$ cat src/rtl/uart_cmd_sequencer.sv
// uart_cmd_sequencer
//   Assembles two-byte commands (command code, then address) from a UART
//   receive stream, validates them and hands them to a consumer over a
//   valid/ready handshake. Bad commands, bad addresses, inter-byte timeouts
//   and bytes arriving while a command is in flight are reported as errors.
//
// Ports
//   clock      system clock, rising edge
//   reset_n    asynchronous active-low reset
//   rx_valid   one-cycle byte-received strobe from the UART receiver
//   rx_byte    received byte, valid with rx_valid
//   cmd_valid  assembled command available
//   cmd_ready  consumer accepts the command
//   cmd_code   command byte (first of pair)
//   cmd_addr   address byte (second of pair)
//   err_pulse  one-cycle error strobe
//   err_code   last error: 0 none, 1 bad command, 2 bad address, 3 overrun/timeout
//   err_count  saturating count of errors
//   busy       high whenever the sequencer is not idle
//
// state     | meaning
// ----------+---------------------------------------------------------
// S_IDLE    | waiting for a command byte
// S_WAIT_ADDR | command latched, waiting for address byte, timer running
// S_CHECK   | one cycle validating command and address
// S_ISSUE   | cmd_valid high until the consumer takes it

module uart_cmd_sequencer #(
    parameter int TIMEOUT_CLOCKS = 104180,
    parameter int MAX_CMD        = 7,
    parameter int NUM_ADDR       = 32
) (
    input  logic       clock,
    input  logic       reset_n,
    input  logic       rx_valid,
    input  logic [7:0] rx_byte,
    output logic       cmd_valid,
    input  logic       cmd_ready,
    output logic [7:0] cmd_code,
    output logic [7:0] cmd_addr,
    output logic       err_pulse,
    output logic [1:0] err_code,
    output logic [7:0] err_count,
    output logic       busy
);

    // Just wide enough to hold TIMEOUT_CLOCKS-1.
    localparam int TW = (TIMEOUT_CLOCKS > 1) ? $clog2(TIMEOUT_CLOCKS) : 1;
    localparam logic [TW-1:0] TIMER_LAST = TW'(TIMEOUT_CLOCKS - 1);

    typedef enum logic [1:0] {
        S_IDLE      = 2'd0,
        S_WAIT_ADDR = 2'd1,
        S_CHECK     = 2'd2,
        S_ISSUE     = 2'd3
    } state_t;

    state_t        state;
    state_t        state_nx;
    logic [TW-1:0] timer;
    logic          latch_cmd;
    logic          latch_addr;
    logic          timer_clr;
    logic          timer_inc;
    logic          err_fire;
    logic [1:0]    err_val;
    logic          cmd_bad;
    logic          addr_bad;

    // Compare at 32 bits so parameters beyond the byte range behave sensibly.
    assign cmd_bad  = 32'(cmd_code) > 32'(MAX_CMD);
    assign addr_bad = 32'(cmd_addr) >= 32'(NUM_ADDR);

    assign cmd_valid = (state == S_ISSUE);
    assign busy      = (state != S_IDLE);

    always_ff @(posedge clock or negedge reset_n) begin
        if (!reset_n) begin
            state <= S_IDLE;
        end else begin
            state <= state_nx;
        end
    end

    always_comb begin
        state_nx   = state;
        latch_cmd  = 1'b0;
        latch_addr = 1'b0;
        timer_clr  = 1'b0;
        timer_inc  = 1'b0;
        err_fire   = 1'b0;
        err_val    = 2'd0;
        case (state)
            S_IDLE: begin
                if (rx_valid) begin
                    latch_cmd = 1'b1;
                    timer_clr = 1'b1;
                    state_nx  = S_WAIT_ADDR;
                end
            end
            S_WAIT_ADDR: begin
                timer_inc = 1'b1;
                // A byte arriving on the timeout cycle still counts as the address.
                if (rx_valid) begin
                    latch_addr = 1'b1;
                    state_nx   = S_CHECK;
                end else if (timer == TIMER_LAST) begin
                    err_fire = 1'b1;
                    err_val  = 2'd3;
                    state_nx = S_IDLE;
                end
            end
            S_CHECK: begin
                if (cmd_bad) begin
                    err_fire = 1'b1;
                    err_val  = 2'd1;
                    state_nx = S_IDLE;
                end else if (addr_bad) begin
                    err_fire = 1'b1;
                    err_val  = 2'd2;
                    state_nx = S_IDLE;
                end else begin
                    state_nx = S_ISSUE;
                    if (rx_valid) begin
                        err_fire = 1'b1;
                        err_val  = 2'd3;
                    end
                end
            end
            S_ISSUE: begin
                if (rx_valid) begin
                    err_fire = 1'b1;
                    err_val  = 2'd3;
                end
                if (cmd_ready) begin
                    state_nx = S_IDLE;
                end
            end
            default: state_nx = S_IDLE;
        endcase
    end

    always_ff @(posedge clock or negedge reset_n) begin
        if (!reset_n) begin
            timer <= '0;
        end else if (timer_clr) begin
            timer <= '0;
        end else if (timer_inc && (timer != TIMER_LAST)) begin
            timer <= timer + 1'b1;
        end
    end

    always_ff @(posedge clock or negedge reset_n) begin
        if (!reset_n) begin
            cmd_code <= 8'd0;
            cmd_addr <= 8'd0;
        end else begin
            if (latch_cmd) begin
                cmd_code <= rx_byte;
            end
            if (latch_addr) begin
                cmd_addr <= rx_byte;
            end
        end
    end

    always_ff @(posedge clock or negedge reset_n) begin
        if (!reset_n) begin
            err_pulse <= 1'b0;
            err_code  <= 2'd0;
            err_count <= 8'd0;
        end else begin
            err_pulse <= err_fire;
            if (err_fire) begin
                err_code <= err_val;
                if (err_count != 8'hFF) begin
                    err_count <= err_count + 8'd1;
                end
            end
        end
    end

endmodule

$ cat config.mk
export PLATFORM = sky130hd
export DESIGN_NAME = uart_cmd_sequencer
export DESIGN_NICKNAME = d
export VERILOG_FILES = /design/src/rtl/uart_cmd_sequencer.sv
export SDC_FILE = /design/constraint.sdc
export NUM_CORES = 1
export LEC_CHECK = 0
export ABC_AREA = 1
export CAP_MARGIN = 20
export CORE_MARGIN = 1.5
export CORE_UTILIZATION = 60
export DETAILED_ROUTE_END_ITERATION = 10
export DONT_BUFFER_PORTS = 1
export PLACE_DENSITY = 0.76
export SLEW_MARGIN = 10
export SYNTH_ARGS = -nofsm -noshare
export SYNTH_HDL_FRONTEND = slang
export SYNTH_SLANG_ARGS = --single-unit
$ cat constraint.sdc
create_clock -name clock -period 2.6 [get_ports clock]
set_input_delay 0.52 -clock clock [delete_from_list [all_inputs] [get_ports clock]]
set_output_delay 0.52 -clock clock [all_outputs]
set_load 0.01 [all_outputs]
# Yosys cells after proc, flatten, opt, wreduce, memory -nomap -nowiden
# Index checks and enable logic that the tools add are counted.
[word_totals]
register_bits = 46
input_bits = 12
output_inout_bits = 29
[classes]
n_reduce_logical = 6
add_sub_neg = 2
n_lt_le_gt_ge = 2
n_mux = 24
n_eq_ne = 9
[op_table]
columns = ["op", "n"]
rows = [
  ["17-bit 2-to-1 mux", 2],
  ["2-bit 2-to-1 mux", 11],
  ["17-bit by 1-bit adder with 17-bit output, second input constant", 1],
  ["17-bit equality test, second input constant", 1],
  ["17-bit inequality test, second input constant", 1],
  ["8-bit by 1-bit adder with 8-bit output, second input constant", 1],
  ["8-bit by 6-bit greater-or-equal comparator with 1-bit output, second input constant", 1],
  ["8-bit by 3-bit greater-than comparator with 1-bit output, second input constant", 1],
  ["1-bit 2-to-1 mux", 8],
  ["8-bit inequality test, second input constant", 1],
  ["2-bit one-hot mux with 4 select lines", 1],
  ["2-bit one-hot mux with 3 select lines", 1],
  ["2-bit equality test, second input constant", 2],
  ["2-bit nonzero test", 2],
  ["3-bit inequality test, second input constant", 1],
  ["1-bit one-hot mux with 3 select lines", 1],
  ["3-bit AND reduction", 1],
  ["2-bit by 1-bit equality test with 1-bit output, second input constant", 1],
  ["2-bit logical NOT", 1],
  ["2-bit by 1-bit inequality test with 1-bit output, second input constant", 1],
  ["2-bit inequality test, second input constant", 1],
  ["2-bit AND reduction", 1],
  ["1-bit logical AND", 1],
]

# Depth between registers and ports, before layout
# Gate-level depths: netlist of run 1.
[logic_depth]
word_depth = 5
ltp_mapped = 11
depth_no_buf = 10

# Worst setup path after synthesis of run 1
# No wires, ideal clock.
[synth_path]
path_kind = "flip-flop to flip-flop"
startpoint = "reg timer[0]"
endpoint = "reg timer[11]"
setup_slack_ns = 1.005
path_stages_with_launch = 12
period_less_slack_ns = 1.595
arrival_time_ns = 1.477
n_path_buf = 2
setup_ns = 0.118
t_required_ns = 2.482
cell_sequence = "dfrtp_1 -> ha_1 -> buf_4 -> nand2_1 -> inv_1 -> nand2_2 -> nor2_4 -> a21oi_4 -> nor2_8 -> buf_8 -> nand2_1 -> o21ai_2"
[synth_between]
elab_chain_cells = 3
elab_cells_between_ends = 6
[synth_rtl]
columns = ["item", "line", "source"]
rows = [
  ["start, declared", "60", "logic [TW-1:0] timer;"],
  ["start signal, assigned", "149", "timer <= timer + 1'b1;"],
  ["17-bit by 1-bit adder with 17-bit output or 17-bit inequality test (tied branches)", "149, 148", ""],
  ["17-bit 2-to-1 mux or 1-bit logical AND (tied branches)", "148", "end else if (timer_inc && (timer != TIMER_LAST)) begin"],
  ["17-bit 2-to-1 mux or 2-bit nonzero test (tied branches)", "-", ""],
]
# Several ways; a longest one is shown, not always the timed one. The select of a mux whose other input is x is not followed.
# A chain may end at the register's enable or synchronous reset.

# Final worst setup path of run 1
[layout_path]
startpoint = "reg timer[0]"
endpoint = "reg err_count[3]"
[layout_between]
elab_chain_cells = 5
[layout_rtl]
columns = ["item", "line", "source"]
rows = [
  ["17-bit equality test", "107", "end else if (timer == TIMER_LAST) begin"],
  ["1-bit 2-to-1 mux", "107", ""],
  ["1-bit 2-to-1 mux", "104", "if (rx_valid) begin"],
  ["1-bit one-hot mux with 3 select lines", "93", "case (state)"],
  ["2-bit AND reduction (no source line)", "-", ""],
  ["end signal, assigned", "177", "err_count <= err_count + 8'd1;"],
  ["end, declared", "43", "output logic [7:0] err_count,"],
]
# Every way passes these cells.

==> flow_metrics.env, run 1 <==
export IMPL_rr_worst_depth=10
export IMPL_firstDrtPassIters=4
export IMPL_rsz0062_at_grt="no"
export IMPL_placed_cells=376
export IMPL_synth_top_area_cell="dfrtp_1"
export IMPL_critPathRequiredTime_ns=2.79
export IMPL_cts_sinks=46
export IMPL_wirelength_met1_mm=2.37
export IMPL_crit_slowest_cell="dfrtp_1"
export IMPL_fin_util=0.668
export IMPL_crit_buf_inv=1
export IMPL_routed_wl_mm=4.97
export IMPL_cts_htree_levels=2
export IMPL_leakage_nw=1.38
export IMPL_yosysMostFrequentCell="nand2_1"
export IMPL_path_cells="ha_1, nand2_1, inv_1, nand2_2, nor2_4, nand3_2, nand3_2, nand2_2, nand2_1, nand2_1"
export IMPL_cts_inserted_buffers=5
export IMPL_synthArstFlopShare=1.00
export IMPL_crit_path_start_kind="register"
export IMPL_num_rows=23
export IMPL_hp_class="input port to asynchronous set/reset pin"
export IMPL_max_stage_delay_ns=0.45
export IMPL_wire_per_inst_um=12.9
export IMPL_pwr_share_seq=0.490
export IMPL_tightest_slew_ns=0.502
export IMPL_syn_nets=350
export IMPL_cts_resized=0
export IMPL_min_period_over_period=0.707
export IMPL_antenna_found_initial=0
export IMPL_wl_met3_um=261
export IMPL_r2r_end="err_count[3]$_DFFE_PN0P_"
export IMPL_ys_types=33
export IMPL_p_int_mw=1.43
export IMPL_gr_usage_all_layers=0.228
export IMPL_io_buffers=0
export IMPL_cts_setup_buffers=0
export IMPL_synth_cells=336
export IMPL_drc=0
export IMPL_grt_pass1_vias=2004
export IMPL_syn_area_per_cell_um2=7.79
export IMPL_run_status="finished clean"
export IMPL_finClkSkew_ns=0.00248
export IMPL_arrival_ns=2.03
export IMPL_grt_max_degree=47
export IMPL_die_h_um=69.0
export IMPL_cts_tree="built"
export IMPL_cp_end_kind="register"
export IMPL_coreArea_mm2=0.00409
export IMPL_grt_pass1_wl_mm=8.87
export IMPL_top_layer="met4"
export IMPL_drt_first_iter_violations=86
export IMPL_slew_headroom=0.665
export IMPL_finalSetupTns_ns=0
export IMPL_dr_total_vias=2094
export IMPL_critPathMaxFanout=11
export IMPL_clkTransAtPathRegs_ns=0.08
export IMPL_dp_hpwl_mm=3.62
export IMPL_initial_core_util=0.640
export IMPL_rrSetupSlack_ns=0.76
export IMPL_crit_top_cell="nand2_1"
export IMPL_ys_seq_elements=46
export IMPL_vdd_drop_max_mv=0.691
export IMPL_power_switching_mw=1.06
export IMPL_synth_ff_type="dfrtp_1"
export IMPL_synth_warnings=0
export IMPL_hold_viol_final=0
export IMPL_power_density_mw_per_mm2=912
export IMPL_drive_above_1_share=0.0955
export IMPL_drv_slew=0
export IMPL_yosys_area_top_type_share=0.440
export IMPL_worstSetupPathType="register to register"
export IMPL_synthTopCellsByCount="nand2_1, dfrtp_1, inv_1"
export IMPL_pwr_share_clk=0.194
export IMPL_die_area_mm2=0.00477
export IMPL_fmax_ghz=0.544
export IMPL_combPwrFrac=0.316
export IMPL_postRouteAntennaNets=0
export IMPL_grt_overflow_total=0
export IMPL_finalPower_mw=2.49
export IMPL_synth_seq_area_share=0.440
export IMPL_holdWs_ns=0.0536
export IMPL_gp_congestion=0.903
export IMPL_synth_edf_count=0
export IMPL_areaGrowthSynthToFinish_pct=4.35
export IMPL_r2r_start="timer[0]$_DFFE_PN0P_"
export IMPL_io_pins=41
export IMPL_ys_top_cells_by_area="dfrtp_1, nand2_1, nand3_1, inv_1, nor2_1"
export IMPL_crit_family="simple AND/OR/NAND/NOR gates"
export IMPL_clk_path_buf_depth=2
export IMPL_antenna_cells=0
export IMPL_synth_area_mm2=0.00262
export IMPL_via_per_inst=5.44
export IMPL_clk_latency_ns=0.30
export IMPL_route_met2_wl_mm=2.27
export IMPL_switching_share=0.424
export IMPL_fillerInstances=355
export IMPL_finalNonFillerCells=385
export IMPL_root_buffer="clkbuf_8"
export IMPL_fin_crit_ns=1.84
export IMPL_finalSetupViolations=0
export IMPL_layout_nets=348
export IMPL_maxCapViolations=0
export IMPL_die_width_um=69.0
[cell families after synthesis]
family	after synthesis	share of synthesized area
muxes	1	0.00430
AOI/OAI and AO/OA	29	0.0732
and+or+nand+nor	204	0.356
adders and majority gates	2	0.00956
xor gates and xnor gates	11	0.0368
buffers and inverters	43	0.0799
DFF	46	0.440
[power groups by stage]
| stage | registers [mW] | clock network (mW) | logic, mW |
|---|---|---|---|
| global placement | 1.23 | 0 | 0.748 |
| global route | 1.26 | 0.524 | 0.909 |
| floorplan | 1.17 | 0 | 0.769 |
| finish | 1.22 | 0.484 | 0.786 |
| detailed placement | 1.23 | 0 | 0.775 |
| CTS | 1.22 | 0.494 | 0.794 |
[worst max path at each step]
stage,start,endpoint,slack [ns],cells after the start
final,timer[0]$_DFFE_PN0P_,err_count[3]$_DFFE_PN0P_,0.76,10
after floorplan,timer[0]$_DFFE_PN0P_,timer[11]$_DFFE_PN0P_,1.00,11
after global routing,timer[0]$_DFFE_PN0P_,timer[12]$_DFFE_PN0P_,0.57,9
after CTS,timer[0]$_DFFE_PN0P_,err_count[4]$_DFFE_PN0P_,0.77,10
after detailed placement,timer[0]$_DFFE_PN0P_,err_count[4]$_DFFE_PN0P_,0.77,10
after global placement,timer[0]$_DFFE_PN0P_,err_count[7]$_DFFE_PN0P_,0.84,10
[placed cells by master (no fill, tap or decap), types with 3 or more instances in the layout]
cell | synthesis | final
o21bai_1 | 4 | 4
dfrtp_1 | 46 | 46
inv_1 | 31 | 31
nand4_1 | 10 | 10
nand2_2 | 3 | 3
nand3_1 | 28 | 28
nor2_4 | 3 | 3
nand2_1 | 115 | 115
and2_1 | 3 | 3
nand3b_1 | 6 | 6
clkbuf_8 | 0 | 7
xor2_1 | 9 | 9
o21ai_2 | 5 | 5
nor2_1 | 28 | 28
o21ai_0 | 16 | 16
[registers in the layout, indices dropped and copies added (netlist names)]
signal,cells
cmd_addr,8
cmd_code,8
err_code,2
err_count,8
err_pulse,1
state,2
timer,17
[through the flow]
stage | setup slack (ns) | instance area, um^2
after global placement | 0.844 | 2600
after detailed placement | 0.773 | 2600
final | 0.761 | 2730
after global routing | 0.572 | 2730
after CTS | 0.768 | 2730
after floorplan | 1.00 | 2620
[per-layer routing]
| metal | vias to the layer above | global-route usage |
|---|---|---|
| met3 | 5 | 0.0658 |
| met4 | 0 | 0.0871 |
| li1 | 1062 | - |
| met2 | 55 | 0.356 |
| met1 | 972 | 0.300 |
| met5 | - | 0 |
[cell type report]
class	instances	area (um^2)	area share
sequential	46	1150	0.422
timing repair buffer	2	35.0	0.0128
inverter	32	120	0.0440
tap	50	62.6	0.0229
multi-input combinational	247	1260	0.460
clock buffer	7	96.3	0.0353
clock inverter	1	8.76	0.00321
[timing repair]
| action | CTS | global route |
|---|---|---|
| endpoints found under the hold margin | 46 | 0 |
| endpoints found under the setup margin | 0 | 0 |
| hold buffers | 1 | 0 |
(Power assumes the default switching activity.)
==> inputs of run 2 (changes only) <==
clock period = 1.9 ns   (was 2.6 ns; I/O delays follow)
==> run 2 against run 1 <==
Effect of this change:
- clock power rose by 28%
- die area stayed put
- setup slack lost 0.58 ns
- sequential share of layout area is 0.34 points lower
- critical path depth did not move
- fmax is 6.9% higher
- worst hold slack better by 0.15 ns
- first-iteration DRC count grew 38%
- clock skew rose by 0.00098 ns
- final area up 0.82%
==> flow_metrics.env, run 2 (synthesis results as in run 1) <==
export IMPL_crit_path_start_kind="register"
export IMPL_grt_pass1_vias=1988
export IMPL_worstSetupPathType="register to register"
export IMPL_crit_buf_inv=1
export IMPL_postRouteAntennaNets=0
export IMPL_path_cells="ha_1, nand2_1, inv_1, nand2_2, nor2_4, nand3_2, nand3_2, nand2_2, nand2_1, nand2_1"
export IMPL_areaGrowthSynthToFinish_pct=5.21
export IMPL_via_per_inst=5.34
export IMPL_fmax_ghz=0.581
export IMPL_rsz0062_at_grt="no"
export IMPL_min_period_over_period=0.905
export IMPL_firstDrtPassIters=4
export IMPL_clk_path_buf_depth=2
export IMPL_cts_htree_levels=2
export IMPL_finalSetupViolations=0
export IMPL_vdd_drop_max_mv=0.958
export IMPL_gr_usage_all_layers=0.212
export IMPL_drc=0
export IMPL_fin_crit_ns=1.72
export IMPL_power_density_mw_per_mm2=1240
export IMPL_run_status="finished clean"
export IMPL_cts_sinks=46
export IMPL_cts_tree="built"
export IMPL_finalPower_mw=3.41
export IMPL_regMostFlops="timer"
export IMPL_placed_cells=379
export IMPL_hp_class="input port to register"
export IMPL_grt_pass1_wl_mm=8.44
export IMPL_arrival_ns=1.91
export IMPL_drive_above_1_share=0.103
export IMPL_slew_headroom=0.641
export IMPL_critPathRequiredTime_ns=2.09
export IMPL_finClkSkew_ns=0.00345
export IMPL_io_buffers=0
export IMPL_root_buffer="clkbuf_8"
export IMPL_die_h_um=69.0
export IMPL_crit_slowest_cell="dfrtp_1"
export IMPL_grt_max_degree=47
export IMPL_fin_area_mm2=0.00275
export IMPL_num_rows=23
export IMPL_antenna_found_initial=0
export IMPL_initial_core_util=0.640
export IMPL_coreArea_mm2=0.00409
export IMPL_drv_slew=0
export IMPL_crit_top_cell="nand2_1"
export IMPL_cp_end_kind="register"
export IMPL_gp_congestion=0.853
export IMPL_fillerInstances=349
export IMPL_fin_util=0.674
export IMPL_drt_first_iter_violations=119
export IMPL_layout_nets=352
export IMPL_finalNonFillerCells=389
export IMPL_dp_hpwl_mm=3.44
export IMPL_routed_wl_mm=4.78
export IMPL_critPathMaxFanout=11
export IMPL_antenna_cells=0
export IMPL_layout_commonest_cell="nand2_1"
export IMPL_post_place_ws_ns=0.223
export IMPL_mostFrequentLayoutCells="nand2_1, dfrtp_1, inv_1"
export IMPL_die_width_um=69.0
export IMPL_fin_ws_ns=0.180
export IMPL_maxCapViolations=0
export IMPL_dr_total_vias=2076
export IMPL_clk_latency_ns=0.29
export IMPL_place_area_mm2=0.00262
export IMPL_grt_overflow_total=0
export IMPL_max_stage_delay_ns=0.47
export IMPL_holdWs_ns=0.199
export IMPL_largest_reg_flops=17
export IMPL_leakage_nw=1.39
export IMPL_clkTransAtPathRegs_ns=0.08
export IMPL_io_pins=41
export IMPL_finalSetupTns_ns=0
export IMPL_cts_inserted_buffers=5
export IMPL_wire_per_inst_um=12.3
export IMPL_tightest_slew_ns=0.538
export IMPL_hold_viol_final=0
export IMPL_die_area_mm2=0.00477
export IMPL_crit_family="simple AND/OR/NAND/NOR gates"
==> run 2: changes by cell type in the layout (fill, tap and decap cells not counted) <==
cell           previous run  this run
buf_4                     1         4
clkbuf_8                  7         6
clkinv_2                  0         1
clkinv_4                  1         0
clkinvlp_4                0         1
dlygate4sd3_1             0         1
==> run 2: worst paths after layout <==
path / start / endpoint / slack [ns] / cells past startpoint
max: timer[0]$_DFFE_PN0P_ / err_count[0]$_DFFE_PN0P_ / 0.18 / 10
min: rx_valid / err_code[0]$_DFFE_PN0P_ / 0.20 / 2
max reg2reg: timer[0]$_DFFE_PN0P_ / err_count[0]$_DFFE_PN0P_ / 0.18 / 10
min reg2reg: timer[1]$_DFFE_PN0P_ / timer[1]$_DFFE_PN0P_ / 0.54 / 2
max in group asynchronous: reset_n / err_count[7]$_DFFE_PN0P_ / 1.11 / 2
min in group asynchronous: reset_n / timer[4]$_DFFE_PN0P_ / 0.58 / 2
==> run 2: report_power, final <==
| part | leakage [nW] | internal [mW] | switching [mW] |
|---|---|---|---|
| clock | 0.0472 | 0.293 | 0.328 |
| combinational | 0.743 | 0.383 | 0.736 |
| sequential | 0.601 | 1.27 | 0.396 |
| total | 1.39 | 1.95 | 1.46 |
==> run 2: layout make-up <==
class / instances / area (um^2) / share of cell area
clock inverters: 2 / 12.5 / 0.00455
inverters: 32 / 120 / 0.0436
multi-input cells: 247 / 1260 / 0.456
well taps: 50 / 62.6 / 0.0227
repair buffers: 6 / 67.6 / 0.0245
clock buffers: 6 / 82.6 / 0.0300
flip-flops and latches: 46 / 1150 / 0.418
==> run 2: per-layer routing <==
layer  wire length [um]  vias to the layer above  GRT usage
met5                  0                        -          0
li1                   -                     1066          -
met3                310                        4     0.0512
met2               2210                       55      0.353
met1               2220                      951      0.278
met4                 44                        0     0.0566
==> run 2: repair_timing <==
| action | CTS | global route |
|---|---|---|
| resized for setup | 0 | 0 |
| hold endpoints to repair | 46 | 0 |
| buffers inserted | 0 | 0 |
| hold buffers | 2 | 0 |
